File: src/rtl/call_stack_if.sv
// Command/status bundle between the PC datapath and the return-address stack.
interface call_stack_if #(
  parameter int WIDTH = 32,
  parameter int DEPTH = 16
);
  localparam int AW = $clog2(DEPTH);

  logic             push;
  logic             pop;
  logic             clear_err;
  logic [WIDTH-1:0] data_in;
  logic [WIDTH-1:0] top;
  logic [AW:0]      count;
  logic             empty;
  logic             full;
  logic             overflow;
  logic             underflow;

  modport master (
    output push, pop, clear_err, data_in,
    input  top, count, empty, full, overflow, underflow
  );

  modport slave (
    input  push, pop, clear_err, data_in,
    output top, count, empty, full, overflow, underflow
  );
endinterface

File: src/rtl/call_stack.sv
// Return-address stack: circular storage addressed by a write pointer, with
// occupancy tracked separately so wrap never needs a pointer comparison.
module call_stack #(
  parameter int WIDTH     = 32,
  parameter int DEPTH     = 16,
  parameter bit OVERWRITE = 1'b0,
  parameter int AW        = $clog2(DEPTH)
) (
  input logic        clk,
  input logic        rst,
  call_stack_if.slave bus
);
  localparam logic [AW:0] FULL_CNT = (AW+1)'(DEPTH);

  logic [WIDTH-1:0] mem [DEPTH];
  logic [AW-1:0]    wp;
  logic [AW:0]      cnt;
  logic             ovf;
  logic             unf;

  logic [AW-1:0]    topIdx;
  logic             isEmpty;
  logic             isFull;
  logic             memWe;
  logic [AW-1:0]    memIdx;
  logic [AW-1:0]    wpNext;
  logic [AW:0]      cntNext;
  logic             setOvf;
  logic             setUnf;

  assign topIdx  = wp - 1'b1;
  assign isEmpty = (cnt == '0);
  assign isFull  = (cnt == FULL_CNT);

  assign bus.top       = isEmpty ? '0 : mem[topIdx];
  assign bus.count     = cnt;
  assign bus.empty     = isEmpty;
  assign bus.full      = isFull;
  assign bus.overflow  = ovf;
  assign bus.underflow = unf;

  // Decode the {push,pop} command into a storage write and next pointer/count.
  always_comb begin
    memWe   = 1'b0;
    memIdx  = wp;
    wpNext  = wp;
    cntNext = cnt;
    setOvf  = 1'b0;
    setUnf  = 1'b0;
    unique case ({bus.push, bus.pop})
      2'b10: begin
        if (!isFull) begin
          memWe   = 1'b1;
          wpNext  = wp + 1'b1;
          cntNext = cnt + 1'b1;
        end else begin
          setOvf = 1'b1;
          // Circular mode: the new entry lands on the oldest slot.
          if (OVERWRITE) begin
            memWe  = 1'b1;
            wpNext = wp + 1'b1;
          end
        end
      end
      2'b01: begin
        if (!isEmpty) begin
          wpNext  = wp - 1'b1;
          cntNext = cnt - 1'b1;
        end else begin
          setUnf = 1'b1;
        end
      end
      2'b11: begin
        memWe = 1'b1;
        if (!isEmpty) begin
          memIdx = topIdx;   // replace top, occupancy unchanged
        end else begin
          wpNext  = wp + 1'b1;
          cntNext = cnt + 1'b1;
          setUnf  = 1'b1;
        end
      end
      default: ;
    endcase
  end

  // Storage is never reset; writes are simply suppressed during reset.
  always_ff @(posedge clk) begin
    if (!rst && memWe) mem[memIdx] <= bus.data_in;
  end

  // Pointer, occupancy and sticky flags; a set in the clear cycle wins.
  always_ff @(posedge clk) begin
    if (rst) begin
      wp  <= '0;
      cnt <= '0;
      ovf <= 1'b0;
      unf <= 1'b0;
    end else begin
      wp  <= wpNext;
      cnt <= cntNext;
      ovf <= setOvf | (ovf & ~bus.clear_err);
      unf <= setUnf | (unf & ~bus.clear_err);
    end
  end
endmodule

File: src/flat_wrapper.sv
// flat-port wrapper written by rule: the top's interface ports become plain ports
module call_stack_flat 
#(
  parameter int WIDTH     = 32,
  parameter int DEPTH     = 16,
  parameter bit OVERWRITE = 1'b0,
  parameter int AW        = $clog2(DEPTH)
)
  (clk, rst, bus_push, bus_pop, bus_clear_err, bus_data_in, bus_top, bus_count, bus_empty, bus_full, bus_overflow, bus_underflow);
  call_stack_if #(.WIDTH(WIDTH), .DEPTH(DEPTH)) bus_i ();
  input logic clk;
  input logic rst;
  input wire logic [$bits(bus_i.push)-1:0] bus_push;
  input wire logic [$bits(bus_i.pop)-1:0] bus_pop;
  input wire logic [$bits(bus_i.clear_err)-1:0] bus_clear_err;
  input wire logic [$bits(bus_i.data_in)-1:0] bus_data_in;
  output wire logic [$bits(bus_i.top)-1:0] bus_top;
  output wire logic [$bits(bus_i.count)-1:0] bus_count;
  output wire logic [$bits(bus_i.empty)-1:0] bus_empty;
  output wire logic [$bits(bus_i.full)-1:0] bus_full;
  output wire logic [$bits(bus_i.overflow)-1:0] bus_overflow;
  output wire logic [$bits(bus_i.underflow)-1:0] bus_underflow;
  assign bus_i.push = bus_push;
  assign bus_i.pop = bus_pop;
  assign bus_i.clear_err = bus_clear_err;
  assign bus_i.data_in = bus_data_in;
  assign bus_top = bus_i.top;
  assign bus_count = bus_i.count;
  assign bus_empty = bus_i.empty;
  assign bus_full = bus_i.full;
  assign bus_overflow = bus_i.overflow;
  assign bus_underflow = bus_i.underflow;
  call_stack #(.WIDTH(WIDTH), .DEPTH(DEPTH), .OVERWRITE(OVERWRITE), .AW(AW)) u_core (.clk(clk), .rst(rst), .bus(bus_i));
endmodule
File: config.mk
export PLATFORM = sky130hd
export DESIGN_NAME = call_stack_flat
export DESIGN_NICKNAME = d
export VERILOG_FILES = /design/src/rtl/call_stack_if.sv /design/src/rtl/call_stack.sv /design/src/flat_wrapper.sv
export SDC_FILE = /design/constraint.sdc
export NUM_CORES = 1
export LEC_CHECK = 0
export ABC_AREA = 1
export CAP_MARGIN = 20
export CELL_PAD_IN_SITES_DETAIL_PLACEMENT = 1
export CELL_PAD_IN_SITES_GLOBAL_PLACEMENT = 2
export CORE_AREA = 2 2 225 227
export DETAILED_ROUTE_END_ITERATION = 8
export DIE_AREA = 0 0 227 229
export PLACE_DENSITY = 0.84
export SYNTH_ARGS = -nofsm -noshare
export SYNTH_HDL_FRONTEND = slang
export SYNTH_SLANG_ARGS = --single-unit
File: constraint.sdc
create_clock -name clk -period 4.15 [get_ports clk]
set_input_delay 1.245 -clock clk [delete_from_list [all_inputs] [get_ports clk]]
set_output_delay 1.245 -clock clk [all_outputs]
set_load 0.1 [all_outputs]
==> results of run 1 <==
per-stage QoR:
stage / cell area [µm²] / power [µW] / std cells
CTS: 25000 / 18000 / 2494
finish: 25100 / 17900 / 2496
detailed placement: 23300 / 13300 / 2395
floorplan: 21200 / 10600 / 1696
global route: 25100 / 18600 / 2496
global placement: 23300 / 13200 / 2395
flip-flops by register name, indices dropped and copies added (netlist names):
signal                flops
u_core.mem              512
u_core.bus.underflow      1
u_core.wp                 4
u_core.bus.overflow       1
u_core.bus.count          5
power groups by stage:
stage                     Combinational [µW]  Sequential [µW]  Clock [µW]
after floorplan                         4400             6220           0
after global placement                  7100             6140           0
after detailed placement                7180             6150           0
after CTS                               7390             6040        4550
after global routing                    7790             6060        4720
final                                   7380             6040        4480
final cells by class:
type / instances / area [µm²]
Fill cell: 5091 / 24600
Sequential cell: 523 / 15600
Multi-Input combinational cell: 1045 / 5180
Timing Repair Buffer: 138 / 1770
Clock buffer: 61 / 1360
Tap cell: 672 / 841
Clock inverter: 33 / 229
Inverter: 24 / 100
worst max-delay path, cell delays in order (launching register included):
cell	delay, ns
dfxtp_4	0.41
inv_8	0.06
ha_4	0.39
buf_4	0.24
o21ai_0	0.13
o211ai_1	0.26
nand3_1	0.27
o21ai_2	0.19
buf_12	0.21
timing repair:
action | CTS | global route
buffers inserted | 3 | 1
setup endpoints to repair | 23 | 20
cloned | 2 | 1
pin swaps | 2 | 2
resized for setup | 13 | 5
layout by cell type, fill, tap and decap left out, types with 2 or more instances in the layout:
| cell | synthesis | final |
|---|---|---|
| edfxtp_1 | 512 | 512 |
| nor2_1 | 292 | 276 |
| nand2_1 | 223 | 223 |
| o21ai_0 | 224 | 221 |
| nand3_1 | 139 | 136 |
| o211ai_1 | 59 | 59 |
| clkbuf_16 | 0 | 54 |
| buf_4 | 5 | 49 |
| buf_12 | 0 | 42 |
| clkdlybuf4s50_1 | 0 | 41 |
| a21oi_1 | 38 | 38 |
| o21ai_2 | 2 | 28 |
| nor2_4 | 6 | 23 |
| clkinv_1 | 0 | 15 |
| inv_1 | 15 | 14 |
| o21ai_1 | 37 | 12 |
| clkinv_2 | 0 | 12 |
| inv_2 | 8 | 8 |
| nand4_1 | 8 | 8 |
| clkbuf_1 | 31 | 8 |
| dfxtp_1 | 11 | 8 |
| nand3_2 | 1 | 4 |
| ha_1 | 5 | 4 |
| clkinvlp_4 | 0 | 3 |
| bufinv_16 | 0 | 3 |
| buf_16 | 0 | 3 |
| o21ai_4 | 0 | 2 |
| xor2_1 | 2 | 2 |
| dfxtp_2 | 0 | 2 |
how the worst min path moves through the flow:
stage,startpoint,end,slack [ns],cells past startpoint
6_report,u_core.bus.overflow,u_core.bus.overflow,0.48,2
5_1_grt,u_core.bus.underflow,u_core.bus.underflow,0.52,2
4_1_cts,u_core.bus.overflow,u_core.bus.overflow,0.49,2
3_5_place_dp,u_core.bus.overflow,u_core.bus.overflow,0.48,2
3_3_place_gp,u_core.bus.underflow,u_core.bus.underflow,0.45,2
2_1_floorplan,u_core.wp[3],u_core.wp[3],0.61,4
logic make-up (layout without fill, tap and decap cells):
logic type                 count (synthesis)  count (layout)
buffers and inverters                    128             256
xor gates and xnor gates                   4               4
adders and majority gates                  6               6
AOI/OAI and AO/OA                        361             361
DFF                                      523             523
and+or+nand+nor                          674             674
layer usage:
layer	vias up	wire [µm]
met4	0	2100
li1	6304	-
met1	7106	23800
met3	113	2110
met2	297	30500
met5	-	0
==> results.yml, run 1 <==
yosys:
  postSynthCellCount: 1696
  synth-seq-cells: 523
  yosys-mux-area-fraction_pct: 0
  synth_compound_area_share_pct: 9.31
  synth_edf_count: 512
  synth_top_area_cell: "edfxtp_1"
  yosysMostFrequentCell: "edfxtp_1"
  postSynthAreaPerCell_um2: 12.5
  synth_top_family_by_area: "simple AND/OR/NAND/NOR gates"
  synthAdderAreaFrac_pct: 0.391
  syn-num-nets: 1739
  ys_top_cells_by_area: "edfxtp_1, o21ai_0, nor2_1"
  synthXorXnorAreaFrac_pct: 0.255
  async_flop_share_pct: 0
  synth_warnings: 0
  synth_top_area_share_pct: 72.8
  synth.distinct_cells: 31
  yosysSeqAreaShare_pct: 73.8
  synth_area_mm2: 0.0211
  synth_common_cells: "edfxtp_1, nor2_1, o21ai_0"
  synthSimpleGateAreaFrac_pct: 13.3
  synth_ff_type: "edfxtp_1"
cells_and_area:
  diodes: 0
  area_growth_pct: 18.7
  nets: 1828
  drive_gt1_share_pct: 13.4
  utilization_pct: 50.5
placed_design:
  dp_hpwl_um: 33700
  port_buffers: 77
  gp_congestion: 0.822
  dpl_worst_slack_ns: 0.316
routing:
  drc_errors: 0
  num_vias: 13800
  routed_wl_um: 58500
  via_per_inst: 5.54
  ant_nets: 0
  first_pass_iters: 5
  drt_iter0_drc: 1131
  wl_per_cell_um: 23.5
clock_network:
  ctsLongestPathBuffers: 3
  cts_inserted_buffers: 53
  hold_buffers: 0
  clk_latency_ns: 0.59
  path_clk_slew_ns: 0.06
  cts_sinks: 523
  root_buffer: "clkbuf_16"
  cts_max_level: 2
  cts_tree: "yes"
die:
  row_count: 82
  core_mm2: 0.0497
  die_h_um: 229
  die-area_mm2: 0.0520
  die_width_um: 227
  initial_core_util_pct: 42.5
  pin_count: 78
critical_path:
  worstPathArrival_ns: 2.78
  rr_startpoint: "u_core.wp[0]"
  endpoint_kind: "primary output"
  crit_fanout: 13
  crit_type: "reg -> out"
  critPathLaunchType: "flop"
  crit_required_ns: 2.90
  critical_path.endpoint: "bus_top[22]"
  r2r_slack_ns: 1.14
  reg2regPathDepth: 10
  r2r-end: "u_core.mem[10][22]"
  cp-startpoint: "u_core.wp[0]"
sta:
  setup_tns_ns: 0
  rsz0062_at_grt: "no"
  finalHoldViolCount: 0
  finalCritPeriodShare_pct: 96.9
  skew_ns: 0.0166
  worst_slew_pin_slew_ns: 0.967
  slew_violations: 0
  setup_viol: 0
  slew_headroom_pct: 35.3
  whs_ns: 0.483
  min_period_ns: 4.02
  max_freq_mhz: 249
  fin_ws_ns: 0.129
grt:
  grt_pass1_wl_um: 88700
  antenna_found_initial: 0
  grt_pass1_vias: 14800
  use_met1_pct: 27.9
  grt_util_all_layers_pct: 22.7
  grtUsageMet2_pct: 40.1
  grt-busiest-layer: "met2"
  overflow: 0
  grt_start_max_net_pins: 139
  gr-usage-met3_pct: 3.05
min_path:
  min_path_type: "reg -> reg"
power:
  p_switching_uw: 7180
  seqPwrFrac_pct: 33.8
  comb_power_share_pct: 41.2
  peakVddDrop_mv: 0.885
  switching_share_pct: 40.1
  p_leak_uw: 0.00840
  p_int_uw: 10700
  power_density_mw_per_mm2: 714
  clock_power_share_pct: 25.0
run:
  cap_violations: 0
status:
  outcome: "complete, no violations"
Power figures use the tool's default switching activity.
==> run 2, diff against run 1 <==
Settings changed: CTS_CLUSTER_DIAMETER set to 30.
==> run 2 against run 1 <==
  * Clock skew rose by 0.028 ns
  * Via count rose by 3.8%
  * Critical path depth grew 2
  * Maximum frequency fell by 2.5%
  * Cell count up 4.3%
  * Largest cell class unchanged
  * Highest routed layer unchanged
==> results.yml, run 2 (synthesized netlist as in run 1, its figures left out) <==
status:
  outcome: "complete, no violations"
cells_and_area:
  final_common_cell: "edfxtp_1"
  fin_cells: 2603
  drive_gt1_share_pct: 17.9
  final_cell_mix: "edfxtp_1, nor2_1, nand2_1"
  nets: 1881
  largest_reg_flops: 512
  area_growth_pct: 28.2
  regMostFlops: "u_core.mem"
placed_design:
  dp_hpwl_um: 33700
  gp_congestion: 0.822
  dpl.cell_count: 2395
  port_buffers: 77
clock_network:
  cts_tree: "yes"
  root_buffer: "clkbuf_16"
  cts_sinks: 523
  clk_latency_ns: 0.64
  cts_max_level: 3
  path_clk_slew_ns: 0.04
  hold_buffers: 0
  cts_inserted_buffers: 105
  ctsLongestPathBuffers: 3
die:
  initial_core_util_pct: 42.5
  row_count: 82
  core_mm2: 0.0497
  die_h_um: 229
  die-area_mm2: 0.0520
  die_width_um: 227
  pin_count: 78
sta:
  worst_slew_pin_slew_ns: 0.967
  finalHoldViolCount: 0
  max_freq_mhz: 242
  setup_viol: 0
  finalCritPeriodShare_pct: 99.4
  whs_ns: 0.481
  rsz0062_at_grt: "no"
  setup_tns_ns: 0
  skew_ns: 0.0445
  slew_headroom_pct: 35.3
  slew_violations: 0
  min_period_ns: 4.13
routing:
  drt_iter0_drc: 1075
  routed_wl_um: 62000
  first_pass_iters: 5
  via_per_inst: 5.51
  wl_per_cell_um: 23.8
  ant_nets: 0
  num_vias: 14400
  drc_errors: 0
power:
  clock_power_share_pct: 38.7
  seqPwrFrac_pct: 27.6
  p_switching_uw: 8120
  comb_power_share_pct: 33.8
  p_leak_uw: 0.00936
  peakVddDrop_mv: 0.939
  power_uw: 22000
  switching_share_pct: 37.0
  power_density_mw_per_mm2: 811
  p_int_uw: 13800
critical_path:
  endpoint_kind: "primary output"
  critPathLaunchType: "flop"
  worstPathArrival_ns: 2.88
  crit_fanout: 17
  crit_type: "reg -> out"
  crit_required_ns: 2.90
grt:
  grt_pass1_wl_um: 94200
  antenna_found_initial: 0
  grt_util_all_layers_pct: 24.0
  grt_pass1_vias: 15800
  overflow: 0
  grt_start_max_net_pins: 139
min_path:
  min_path_type: "reg -> reg"
run:
  cap_violations: 0
[run 2: changes by cell type in the layout (fill, tap and decap cells not counted), moves of 5 or more]
cell        previous run  this run
clkbuf_16             54       107
bufinv_16              3        16
clkinv_4               0        10
inv_6                  0        10
clkinvlp_4             3        11
clkinv_2              12        18
clkinv_1              15        20
[run 2: layout make-up]
type | count | area, µm²
tap | 672 | 841
timing repair buffer | 139 | 1780
clock inverter | 85 | 928
sequential | 523 | 15600
multi-input combinational | 1045 | 5160
antenna | 1 | 2.50
fill | 4993 | 22600
inverter | 24 | 98.8
clock buffer | 114 | 2660
[run 2: per-layer routing]
metal,share of wire [%],vias to the layer above,wire length [µm],global-route usage [%]
met1,39,7416,24300,28.3
met3,4.0,110,2450,3.77
met4,3.0,0,1840,9.66
met2,54,350,33300,43.5
met5,0,-,0,0
li1,-,6475,-,-
[run 2: path summary, 6_finish.rpt]
| path | start | depth (start not counted) | slack, ns | endpoint |
|---|---|---|---|---|
| setup / recovery | u_core.wp[0] | 10 | 0.02 | bus_top[19] |
| hold reg to reg | u_core.bus.overflow | 2 | 0.48 | u_core.bus.overflow |
| hold / removal | u_core.bus.overflow | 2 | 0.48 | u_core.bus.overflow |
| setup reg to reg | u_core.wp[0] | 11 | 1.21 | u_core.mem[8][24] |
[run 2: stage by stage]
step	setup slack (ns)	utilization, %	area (µm²)
final	0.0244	54.5	27100
after CTS	0.0175	54.4	27000
after floorplan	0.0975	-	21200
after detailed placement	0.316	47.0	23300
after global placement	0.459	47.0	23300
after global routing	0.00418	54.5	27100
[run 2: critical path, cell delays in order (launching register included)]
cell      delay, ns
dfxtp_4        0.40
inv_8          0.06
ha_4           0.27
buf_4          0.15
clkinv_2       0.20
buf_16         0.24
o21ai_0        0.10
nor2_1         0.06
o21ai_0        0.44
o21ai_2        0.15
buf_12         0.19
[run 2: power by group through the flow]
stage	Clock (µW)	Sequential, µW	Combinational (µW)
after global placement	0	6140	7100
after global routing	8830	6070	7810
after CTS	8590	6060	7390
final	8490	6060	7420
after floorplan	0	6220	4400
after detailed placement	0	6150	7180
[run 2: repair_timing]
action / in CTS / in global routing
gates cloned: 1 / 2
setup endpoints to repair: 23 / 17
resized for setup: 11 / 8
pin swaps: 3 / 3
setup buffers: 5 / 0
